$ cat src/rtl/apb_pkg.sv
// Shared definitions for the APB slave register block: FSM state type and
// default parameter values used by the top and its register file.
package apb_pkg;

    typedef enum logic {
        IDLE,
        ACCESS
    } slv_state_t;

    localparam int unsigned DEF_ADDR_WIDTH  = 32;
    localparam int unsigned DEF_DATA_WIDTH  = 32;
    localparam int unsigned DEF_DEPTH       = 16;
    localparam int unsigned DEF_WAIT_CYCLES = 2;
    localparam logic [31:0] DEF_ID_VALUE    = 32'hA0B0_0001;

    localparam int unsigned CNT_WIDTH = 4;

endpackage

$ cat src/rtl/apb_regfile.sv
// Word register file: entry 0 is a read-only ID constant, entries 1..DEPTH-1
// are writable and cleared by reset.
module apb_regfile import apb_pkg::*; #(
    parameter int unsigned             DATA_WIDTH = DEF_DATA_WIDTH,
    parameter int unsigned             DEPTH      = DEF_DEPTH,
    parameter logic [DATA_WIDTH-1:0]   ID_VALUE   = DEF_ID_VALUE,
    localparam int unsigned            IDX_W      = $clog2(DEPTH)
) (
    input  logic                  pclk,
    input  logic                  preset,
    input  logic                  wr_en,
    input  logic [IDX_W-1:0]      wr_idx,
    input  logic [DATA_WIDTH-1:0] wr_data,
    input  logic [IDX_W-1:0]      rd_idx,
    output logic [DATA_WIDTH-1:0] rd_data
);

    logic [DATA_WIDTH-1:0] mem [DEPTH];

    // Entry 0 is never written; its storage only exists to keep indexing uniform.
    always_ff @(posedge pclk) begin
        if (preset) begin
            for (int unsigned i = 0; i < DEPTH; i++) begin
                mem[i] <= '0;
            end
        end else if (wr_en && (wr_idx != '0)) begin
            mem[wr_idx] <= wr_data;
        end
    end

    always_comb begin
        rd_data = mem[rd_idx];
        if (rd_idx == '0) begin
            rd_data = ID_VALUE;
        end
    end

endmodule

$ cat src/rtl/apb_slave_mem.sv
// APB slave with a small word register file and a fixed number of access-phase
// wait states; bus fields are captured at setup and govern the whole transfer.
module apb_slave_mem import apb_pkg::*; #(
    parameter int unsigned           ADDR_WIDTH  = DEF_ADDR_WIDTH,
    parameter int unsigned           DATA_WIDTH  = DEF_DATA_WIDTH,
    parameter int unsigned           DEPTH       = DEF_DEPTH,
    parameter int unsigned           WAIT_CYCLES = DEF_WAIT_CYCLES,
    parameter logic [DATA_WIDTH-1:0] ID_VALUE    = DEF_ID_VALUE
) (
    input  logic                  pclk,
    input  logic                  preset,
    input  logic                  pselx,
    input  logic                  penable,
    input  logic                  pwrite,
    input  logic [ADDR_WIDTH-1:0] paddr,
    input  logic [DATA_WIDTH-1:0] pwdata,
    output logic                  pready,
    output logic                  pslverr,
    output logic [DATA_WIDTH-1:0] prdata
);

    localparam int unsigned IDX_W = $clog2(DEPTH);

    slv_state_t             state;
    slv_state_t             state_next;
    logic [CNT_WIDTH-1:0]   cnt;
    logic [ADDR_WIDTH-1:0]  lat_addr;
    logic                   lat_write;
    logic [DATA_WIDTH-1:0]  lat_wdata;

    logic                   setup;
    logic                   in_access;
    logic                   done;
    logic [IDX_W-1:0]       idx;
    logic                   addr_err;
    logic                   err;
    logic                   wr_en;
    logic [DATA_WIDTH-1:0]  rd_data;

    assign setup     = pselx && !penable;
    assign in_access = pselx && penable;
    assign done      = (state == ACCESS) && (cnt == '0);
    assign idx       = lat_addr[IDX_W+1:2];
    // Any address bit above the index field makes the word index >= DEPTH.
    assign addr_err  = (lat_addr[1:0] != 2'b00) || ((lat_addr >> (IDX_W + 2)) != '0);
    assign err       = addr_err || (lat_write && (idx == '0));

    always_ff @(posedge pclk) begin
        if (preset) begin
            state     <= IDLE;
            cnt       <= '0;
            lat_addr  <= '0;
            lat_write <= 1'b0;
            lat_wdata <= '0;
        end else begin
            state <= state_next;
            if ((state == IDLE) && setup) begin
                lat_addr  <= paddr;
                lat_write <= pwrite;
                lat_wdata <= pwdata;
                cnt       <= CNT_WIDTH'(WAIT_CYCLES);
            end else if ((state == ACCESS) && (cnt != '0) && in_access) begin
                cnt <= cnt - 1'b1;
            end
        end
    end

    always_comb begin
        state_next = state;
        unique case (state)
            IDLE: begin
                if (setup) begin
                    state_next = ACCESS;
                end
            end
            ACCESS: begin
                if (cnt == '0) begin
                    state_next = IDLE;
                end else if (!in_access) begin
                    state_next = IDLE;
                end
            end
            default: state_next = IDLE;
        endcase
    end

    // Outputs are forced low while reset is held, even mid-transfer.
    always_comb begin
        pready  = done && !preset;
        pslverr = pready && err;
        wr_en   = pready && lat_write && !err;
        prdata  = '0;
        if (pready && !lat_write && !err) begin
            prdata = rd_data;
        end
    end

    apb_regfile #(
        .DATA_WIDTH (DATA_WIDTH),
        .DEPTH      (DEPTH),
        .ID_VALUE   (ID_VALUE)
    ) u_regfile (
        .pclk    (pclk),
        .preset  (preset),
        .wr_en   (wr_en),
        .wr_idx  (idx),
        .wr_data (lat_wdata),
        .rd_idx  (idx),
        .rd_data (rd_data)
    );

endmodule

$ cat config.mk
export PLATFORM = sky130hd
export DESIGN_NAME = apb_slave_mem
export DESIGN_NICKNAME = d
export VERILOG_FILES = /design/src/rtl/apb_pkg.sv /design/src/rtl/apb_regfile.sv /design/src/rtl/apb_slave_mem.sv
export SDC_FILE = /design/constraint.sdc
export NUM_CORES = 1
export LEC_CHECK = 0
export ABC_AREA = 1
export BUFFER_PORTS_ARGS = -buffer_cell sky130_fd_sc_hd__clkbuf_2
export CAP_MARGIN = 20
export CORE_ASPECT_RATIO = 0.75
export CORE_MARGIN = 2
export CORE_UTILIZATION = 50
export DETAILED_ROUTE_END_ITERATION = 7
export GPL_TIMING_DRIVEN = 0
export MAX_ROUTING_LAYER = met4
export PLACE_DENSITY = 0.67
export RECOVER_POWER = 50
export SLEW_MARGIN = 20
export SYNTH_ARGS = -nofsm -noshare
export SYNTH_HDL_FRONTEND = slang
export SYNTH_SLANG_ARGS = --single-unit
$ cat constraint.sdc
create_clock -name pclk -period 7.2 [get_ports pclk]
set_input_delay 0.36 -clock pclk [delete_from_list [all_inputs] [get_ports pclk]]
set_output_delay 0.36 -clock pclk [all_outputs]
set_load 0.01 [all_outputs]
==> results of run 1 <==
[layer usage]
metal	track usage (%)	part of all wire, %	vias up
li1	-	-	9490
met1	46.8	39	10098
met2	46.7	42	1420
met3	10.0	15	216
met4	11.7	3.6	0
met5	-	0	-
[worst max-delay path: stages (launching register included)]
cell	delay, ps
dfxtp_1	320
inv_1	120
ha_1	160
nand2_1	70
nor3_1	1120
clkbuf_1	480
nand4_2	640
clkbuf_1	500
nor2_1	340
clkbuf_2	190
[cells by family (layout without fill, tap and decap cells)]
group	after synthesis	in the layout	synth area share, %
other	1	33	0.0145
flip-flops	586	586	65.0
buffers and inverters	414	652	6.18
AND/OR/NAND/NOR	1387	1387	21.1
AO/OA/AOI/OAI	357	357	7.64
adder cells (fa/ha/maj)	2	2	0.0965
[sequential cells by signal (all words and copies together) (netlist names), named ones only]
| name | flops |
|---|---|
| lat_write | 1 |
| cnt | 4 |
| lat_addr | 32 |
| u_regfile.mem | 512 |
| lat_wdata | 32 |
| state | 1 |
[stage by stage]
stage / utilization (%) / instance area [µm²]
floorplan: - / 26100
global placement: 53.3 / 27400
detailed placement: 53.9 / 27700
CTS: 57.9 / 29800
global route: 57.8 / 29700
finish: 57.8 / 29700
[report_power, final]
| group | internal [W] | switching, W | total (W) | leakage, nW |
|---|---|---|---|---|
| clock | 0.00170 | 0.00133 | 0.00303 | 0.894 |
| sequential | 0.00382 | 0.0000393 | 0.00385 | 5.88 |
| combinational | 0.000204 | 0.000621 | 0.000825 | 4.45 |
[cells in the final DEF, fill, tap and decap left out, types with 25 or more instances in the layout]
cell	count
a21oi_1	68
clkbuf_16	59
conb_1	32
o211ai_1	76
edfxtp_1	512
clkbuf_2	99
inv_1	202
nor2_1	855
clkbuf_1	187
nand2_1	338
buf_1	25
nand3_1	159
o21ai_0	211
dfxtp_1	74
[final timing paths]
| path | start | end | slack (ps) | cells past startpoint |
|---|---|---|---|---|
| setup / recovery | cnt[0]$_SDFFE_PP0P_ | prdata[27] | 2260 | 9 |
| hold / removal | paddr[18] | lat_addr[18]$_SDFFE_PP0P_ | 20 | 3 |
| setup reg to reg | cnt[0]$_SDFFE_PP0P_ | u_regfile.mem[1][16]$_SDFFCE_PN0P_ | 2490 | 9 |
| hold reg to reg | lat_addr[13]$_SDFFE_PP0P_ | lat_addr[13]$_SDFFE_PP0P_ | 460 | 2 |
[area by class of cell]
class                           count  area share [%]
Clock inverter                     30           0.918
Buffer                            209            2.69
Inverter                          205            2.59
Sequential cell                   586            56.7
Antenna cell                        1         0.00842
Multi-Input combinational cell   1778            25.6
Tap cell                          703            2.96
Clock buffer                       75            5.27
Timing Repair Buffer              133            3.22
==> summary.txt, run 1 <==
Critical path
  • Kind of critical path: reg -> out
  • Worst endpoint required time: 6840 ps
  • CP startpoint kind: flop
  • Critical path capture point type: primary output
  • Crit-path max FO: 10
  • Worst Path Arrival: 4580 ps

Synthesis
  • Synthesis warning total: 0
  • Most used DFF post-synth: edfxtp_1
  • #FFs+latches synth: 586
  • Area leader, netlist: edfxtp_1
  • Count leader, synth: nor2_1
  • Register area share after synthesis: 65.0%
  • Netlist cell types: 24
  • Ys async rst share: 0%
  • Top cells by count, synth: nor2_1, edfxtp_1, nand2_1
  • Top cell type's share of synthesized area: 59.3%
  • Top cells by area, synth: edfxtp_1, nor2_1, dfxtp_1, nand2_1, o21ai_0
  • Number of synthesized flops with an enable pin: 512
  • Syn avg cell area: 9.44 µm²
  • Post-Syn Area: 25900 µm²
  • Cells after synthesis: 2747

Clock tree
  • Root buf cell: clkbuf_16
  • Post-CTS Resized: 0
  • Setup Buffers After CTS: 0
  • Max Root-Sink Buffers: 3
  • CTS H-tree lvls: 2
  • Clock Pin Slew Worst Setup and Hold Paths: 70 ps
  • CTS Sinks: 586
  • CTS tree: built
  • Skew-Pair Late Insertion Delay: 630 ps
  • CTS Hold Bufs: 20
  • CTS Buf Count: 57

GRT
  • Vias in the first global route: 19966
  • Largest net degree at the start of global routing: 33
  • First-pass GRT wire length: 127000 µm
  • Initial antenna violation count: 1
  • Gr usage total: 33.6%
  • Remaining Overflow, GRT: 0

Timing
  • Final Hold Fails: 0
  • Final min period: 4940 ps
  • Setup violations, final: 0
  • RSZ-0062 raised after global routing: false
  • Fin Hold WS: 18.0 ps
  • Worst setup margin: 2260 ps
  • Slew HR: -76.1%
  • Crit share post-route: 68.6%
  • FMAX: 0.202 GHz
  • Fin. max-slew vios: 33
  • Worst slew pin tran: 2640 ps
  • Setup TNS: 0 ps
  • Worst clock skew: 19.9 ps

Run status
  • Status: finished, violations left
  • Failing checks: capacitance limit, slew limit

Power
  • P per Cell Area: 259 nW/µm²
  • Total Power: 0.00771 W
  • Leak: 11.2 nW
  • Peak supply drop: 178 µV

Floorplanning
  • Core Area: 51400 µm²
  • Ports: 103
  • Starting Density: 50.4%
  • # rows: 72
  • Die area: 53700 µm²
  • Chip Width: 267 µm
  • Die height: 201 µm

Job
  • # Max-Cap Violations: 2

Placed design
  • IO buf count: 102
  • Final GP Congestion: 0.957
  • Inst Count DP: 3594
  • Post-DP HPWL: 61800 µm
  • DP Worst Slack: 3380 ps

Cells and area
  • Layout cells sized above 1: 7.36%
  • Cell Count, Final, Fillers Out: 3720
  • Fillers: 4485
  • Register area: 16900 µm²
  • Area Overhead vs Synth: 14.6%
  • Area occupied by multi-input gates: 7620 µm²
  • Layout net count: 3041

Drt
  • WL final: 87100 µm
  • Vias: 21224
  • Drt pass-1 iters: 6
  • DRT iter0 DRCs: 3495
  • DRC: 0
  • Vias per cell: 5.71
  • ANT nets after route: 0
  • WL/cell: 23.4 µm

Worst hold path
  • HP Class: in -> reg
(Power assumes the default switching activity.)
==> inputs of run 2 (changes only) <==
- ABC_AREA: 1 -> 0
- clock period: 7.2 -> 5 ns (I/O delays scaled with it)
==> run 2 against run 1 <==
Against the previous run: highest routed layer unchanged; clock-buffer cell count fell by 13; total power is 37% higher; largest power group unchanged; clock power increased by 40%; critical path type unchanged; synthesized cell count fell by 31%; the run still ends with capacitance limit, slew limit left; worst setup slack got worse by 1800 ps; sequential power up 45%; largest cell class unchanged; via count decreased by 18%; synthesized area shrank 3.7%.
==> summary.txt, run 2 <==
Run status
  • Status: finished, violations left
  • Failing checks: capacitance limit, slew limit

GRT
  • Remaining Overflow, GRT: 0 (unchanged)
  • Gr usage total: 31.5% (-2.1 points)
  • Largest net degree at the start of global routing: 33 (unchanged)
  • First-pass GRT wire length: 112000 µm (-12%)
  • Vias in the first global route: 17310 (-13%)
  • Initial antenna violation count: 0 (-1)

Drt
  • Vias per cell: 6.13 (+7.4%)
  • ANT nets after route: 0 (unchanged)
  • DRT iter0 DRCs: 2438 (-30%)
  • Drt pass-1 iters: 5 (-1)
  • Vias: 17457 (-18%)
  • WL final: 77700 µm (-11%)
  • WL/cell: 27.3 µm (+16%)
  • DRC: 0 (unchanged)

Power
  • Leak: 9.55 nW (-15%)
  • Total Power: 0.0106 W (+37%)
  • P per Cell Area: 362 nW/µm² (+39%)
  • Peak supply drop: 271 µV (+52%)

Critical path
  • Slowest library cell on the worst path: nand4b_1
  • R2R Path End: u_regfile.mem[8][1]$_SDFFCE_PN0P_
  • Worst endpoint required time: 4750 ps (-2090 ps)
  • Crit-path max FO: 10 (unchanged)
  • Worst R2R Path Depth: 7 (-2)
  • Kind of critical path: reg -> out
  • Critical path capture point type: primary output
  • CP startpoint kind: flop
  • FF-to-FF setup slack: 590 ps (-1900 ps)
  • Highest cell delay on the worst timing path: 920 ps (-200 ps)
  • Worst Path Arrival: 4280 ps (-300 ps)
  • FF-to-FF Start: cnt[0]$_SDFFE_PP0P_
  • Critical-path cell list: nor4_1, and4_1, clkbuf_1, nand4b_1, buf_2, a21oi_1, clkbuf_2

Synthesis
  • Ys async rst share: 0% (unchanged)
  • Synth Area in XOR/XNOR: 0.105% (+0.11 points)
  • Post-Synth Simple-Gate Area: 13.2% (-7.9 points)
  • Most used DFF post-synth: edfxtp_1
  • Mux cell area share after synthesis: 11.5% (+12 points)
  • Register area share after synthesis: 67.5% (+2.5 points)
  • Synthesis warning total: 0 (unchanged)
  • Count leader, synth: edfxtp_1
  • Area leader, netlist: edfxtp_1
  • Compound-Gate Fraction of Synth Area: 4.54% (-3.1 points)
  • Number of synthesized flops with an enable pin: 512 (unchanged)
  • #FFs+latches synth: 586 (unchanged)
  • Largest family of logic cells by synthesized area: simple AND/OR/NAND/NOR gates
  • Top cells by count, synth: edfxtp_1, nor2_1, nand2_1
  • Netlist cell types: 41 (+71%)
  • Cells after synthesis: 1885 (-31%)
  • Post-Syn Area: 25000 µm² (-3.7%)
  • Post-synthesis adder-cell area fraction: 0.100% (+0.0037 points)
  • Top cells by area, synth: edfxtp_1, mux4_2, nor2_1, dfxtp_1, nand2_1
  • Syn avg cell area: 13.3 µm² (+40%)
  • Top cell type's share of synthesized area: 61.5% (+2.3 points)

Floorplanning
  • # rows: 70 (-2.8%)
  • Die height: 198 µm (-1.8%)
  • Core Area: 49000 µm² (-4.7%)
  • Ports: 103 (unchanged)
  • Starting Density: 50.9% (+0.52 points)
  • Die area: 51800 µm² (-3.6%)
  • Chip Width: 262 µm (-1.8%)

Clock tree
  • Skew-Pair Late Insertion Delay: 630 ps (about the same)
  • Root buf cell: clkbuf_16
  • Max Root-Sink Buffers: 3 (unchanged)
  • Setup Buffers After CTS: 0 (unchanged)
  • CTS H-tree lvls: 2 (unchanged)
  • CTS Sinks: 586 (unchanged)
  • CTS Buf Count: 56 (-1.8%)
  • CTS tree: built
  • Post-CTS Resized: 0 (unchanged)
  • Clock Pin Slew Worst Setup and Hold Paths: 60 ps (about the same)

Cells and area
  • Commonest non-fill, non-tap cell in the layout: edfxtp_1
  • Largest Register: u_regfile.mem
  • Antenna cells: 0 (-1)
  • Layout cells sized above 1: 16.3% (+9.0 points)
  • Layout net count: 2227 (-27%)
  • Cell Count, Final, Fillers Out: 2850 (-23%)
  • Final core utilization: 59.5% (+1.7 points)
  • Max FFs per register: 512 (unchanged)
  • Area Overhead vs Synth: 16.7%
  • Commonest non-fill, non-tap cells in the layout: edfxtp_1, nor2_1, nand2_1
  • Fillers: 3911 (-13%)
  • Regs by FF count: u_regfile.mem: 512 flops, lat_addr: 32 flops, lat_wdata: 32 flops

Timing
  • FMAX: 0.221 GHz
  • Slew HR: -84.9% (-8.8 points)
  • Crit share post-route: 90.5%
  • Worst slew pin tran: 2770 ps (+132 ps)
  • Setup TNS: 0 ps (unchanged)
  • Setup violations, final: 0 (unchanged)
  • Final Hold Fails: 0 (unchanged)
  • Fin. max-slew vios: 33 (unchanged)
  • RSZ-0062 raised after global routing: false
  • Worst setup margin: 475 ps (-1790 ps)
  • Worst clock skew: 20.9 ps (+0.998 ps)
  • Final min period: 4530 ps

Job
  • # Max-Cap Violations: 1 (-1)

Worst hold path
  • Min-delay src: penable
  • HP Class: in -> reg
  • Hold path endpoint: cnt[2]$_SDFFE_PP0P_
  • Hold Path Stages: 5 (+2)

Placed design
  • IO buf count: 102 (unchanged)
  • DP Worst Slack: 1280 ps (-2090 ps)
  • Inst Count DP: 2681 (-25%)
  • Final GP Congestion: 0.917 (-4.2%)
  • Post-DP HPWL: 53500 µm (-13%)
==> run 2: changes by cell type after synthesis, sizes merged, moves of 12 or more <==
cell and change:
nor2 -369, mux4 +122, a22oi +58, nand3 -157, nand4 -12, o21bai +12, inv -201, o211ai -76
a21oi +30, o21ai -211, clkbuf -76, nand2 -60, mux2i +12
==> run 2: where the power goes <==
part | switching, W | internal, W | total (W)
logic | 0.000454 | 0.000288 | 0.000741
registers | 0.0000918 | 0.00548 | 0.00557
clock network | 0.00190 | 0.00234 | 0.00424
==> run 2: worst max-delay path by stage <==
stage | slack (ps) | cells after the start | start | endpoint
floorplan | 1370 | 6 | cnt[0]$_SDFFE_PP0P_ | u_regfile.mem[10][0]$_SDFFCE_PN0P_
global placement | -790 | 6 | cnt[0]$_SDFFE_PP0P_ | u_regfile.mem[13][30]$_SDFFCE_PN0P_
detailed placement | 1280 | 7 | lat_addr[26]$_SDFFE_PP0P_ | prdata[22]
CTS | 600 | 7 | lat_addr[26]$_SDFFE_PP0P_ | prdata[22]
global route | 360 | 7 | lat_addr[10]$_SDFFE_PP0P_ | prdata[22]
finish | 470 | 7 | lat_addr[26]$_SDFFE_PP0P_ | prdata[22]
==> run 2: repair_timing <==
item | CTS | global route
hold endpoints to repair | 69 | 0
endpoints found under the setup margin | 0 | 0
hold buffers | 65 | 0
==> run 2: worst max-delay path: cells and delay by family (launching register included) <==
kind,cells,cell delay (ps)
AOI/OAI and AO/OA,1,510
buffers and inverters,3,1200
DFF,1,320
and+or+nand+nor,3,1610
==> run 2: logic make-up after synthesis <==
kind of cell,after synthesis
AO/OA/AOI/OAI,184
XOR/XNOR,3
adder cells (fa/ha/maj),2
buffers and inverters,145
flip-flops,586
multiplexers,135
other,1
AND/OR/NAND/NOR,829
==> run 2: final cells by class <==
cell class	instances	area (µm²)	area share [%]
clock buffers	62	1450	4.95
well taps	648	811	2.78
plain buffers	143	554	1.90
inverters	2	7.51	0.0257
flip-flops and latches	586	16900	57.8
repair buffers	182	1530	5.23
multi-input cells	1185	7630	26.2
clock inverters	42	339	1.16
==> run 2: layer usage <==
layer,GRT usage (%),vias to the layer above,routed length [µm]
met5,-,-,0
met1,43.1,8688,30100
met4,10.9,0,2790
met2,44.7,1238,33500
met3,9.82,192,11200
li1,-,7339,-
==> run 2: through the flow <==
step	hold slack [ps]	cell area, µm²
floorplan	386	25100
global placement	442	26400
detailed placement	451	26900
CTS	107	29400
global route	187	29200
finish	126	29200
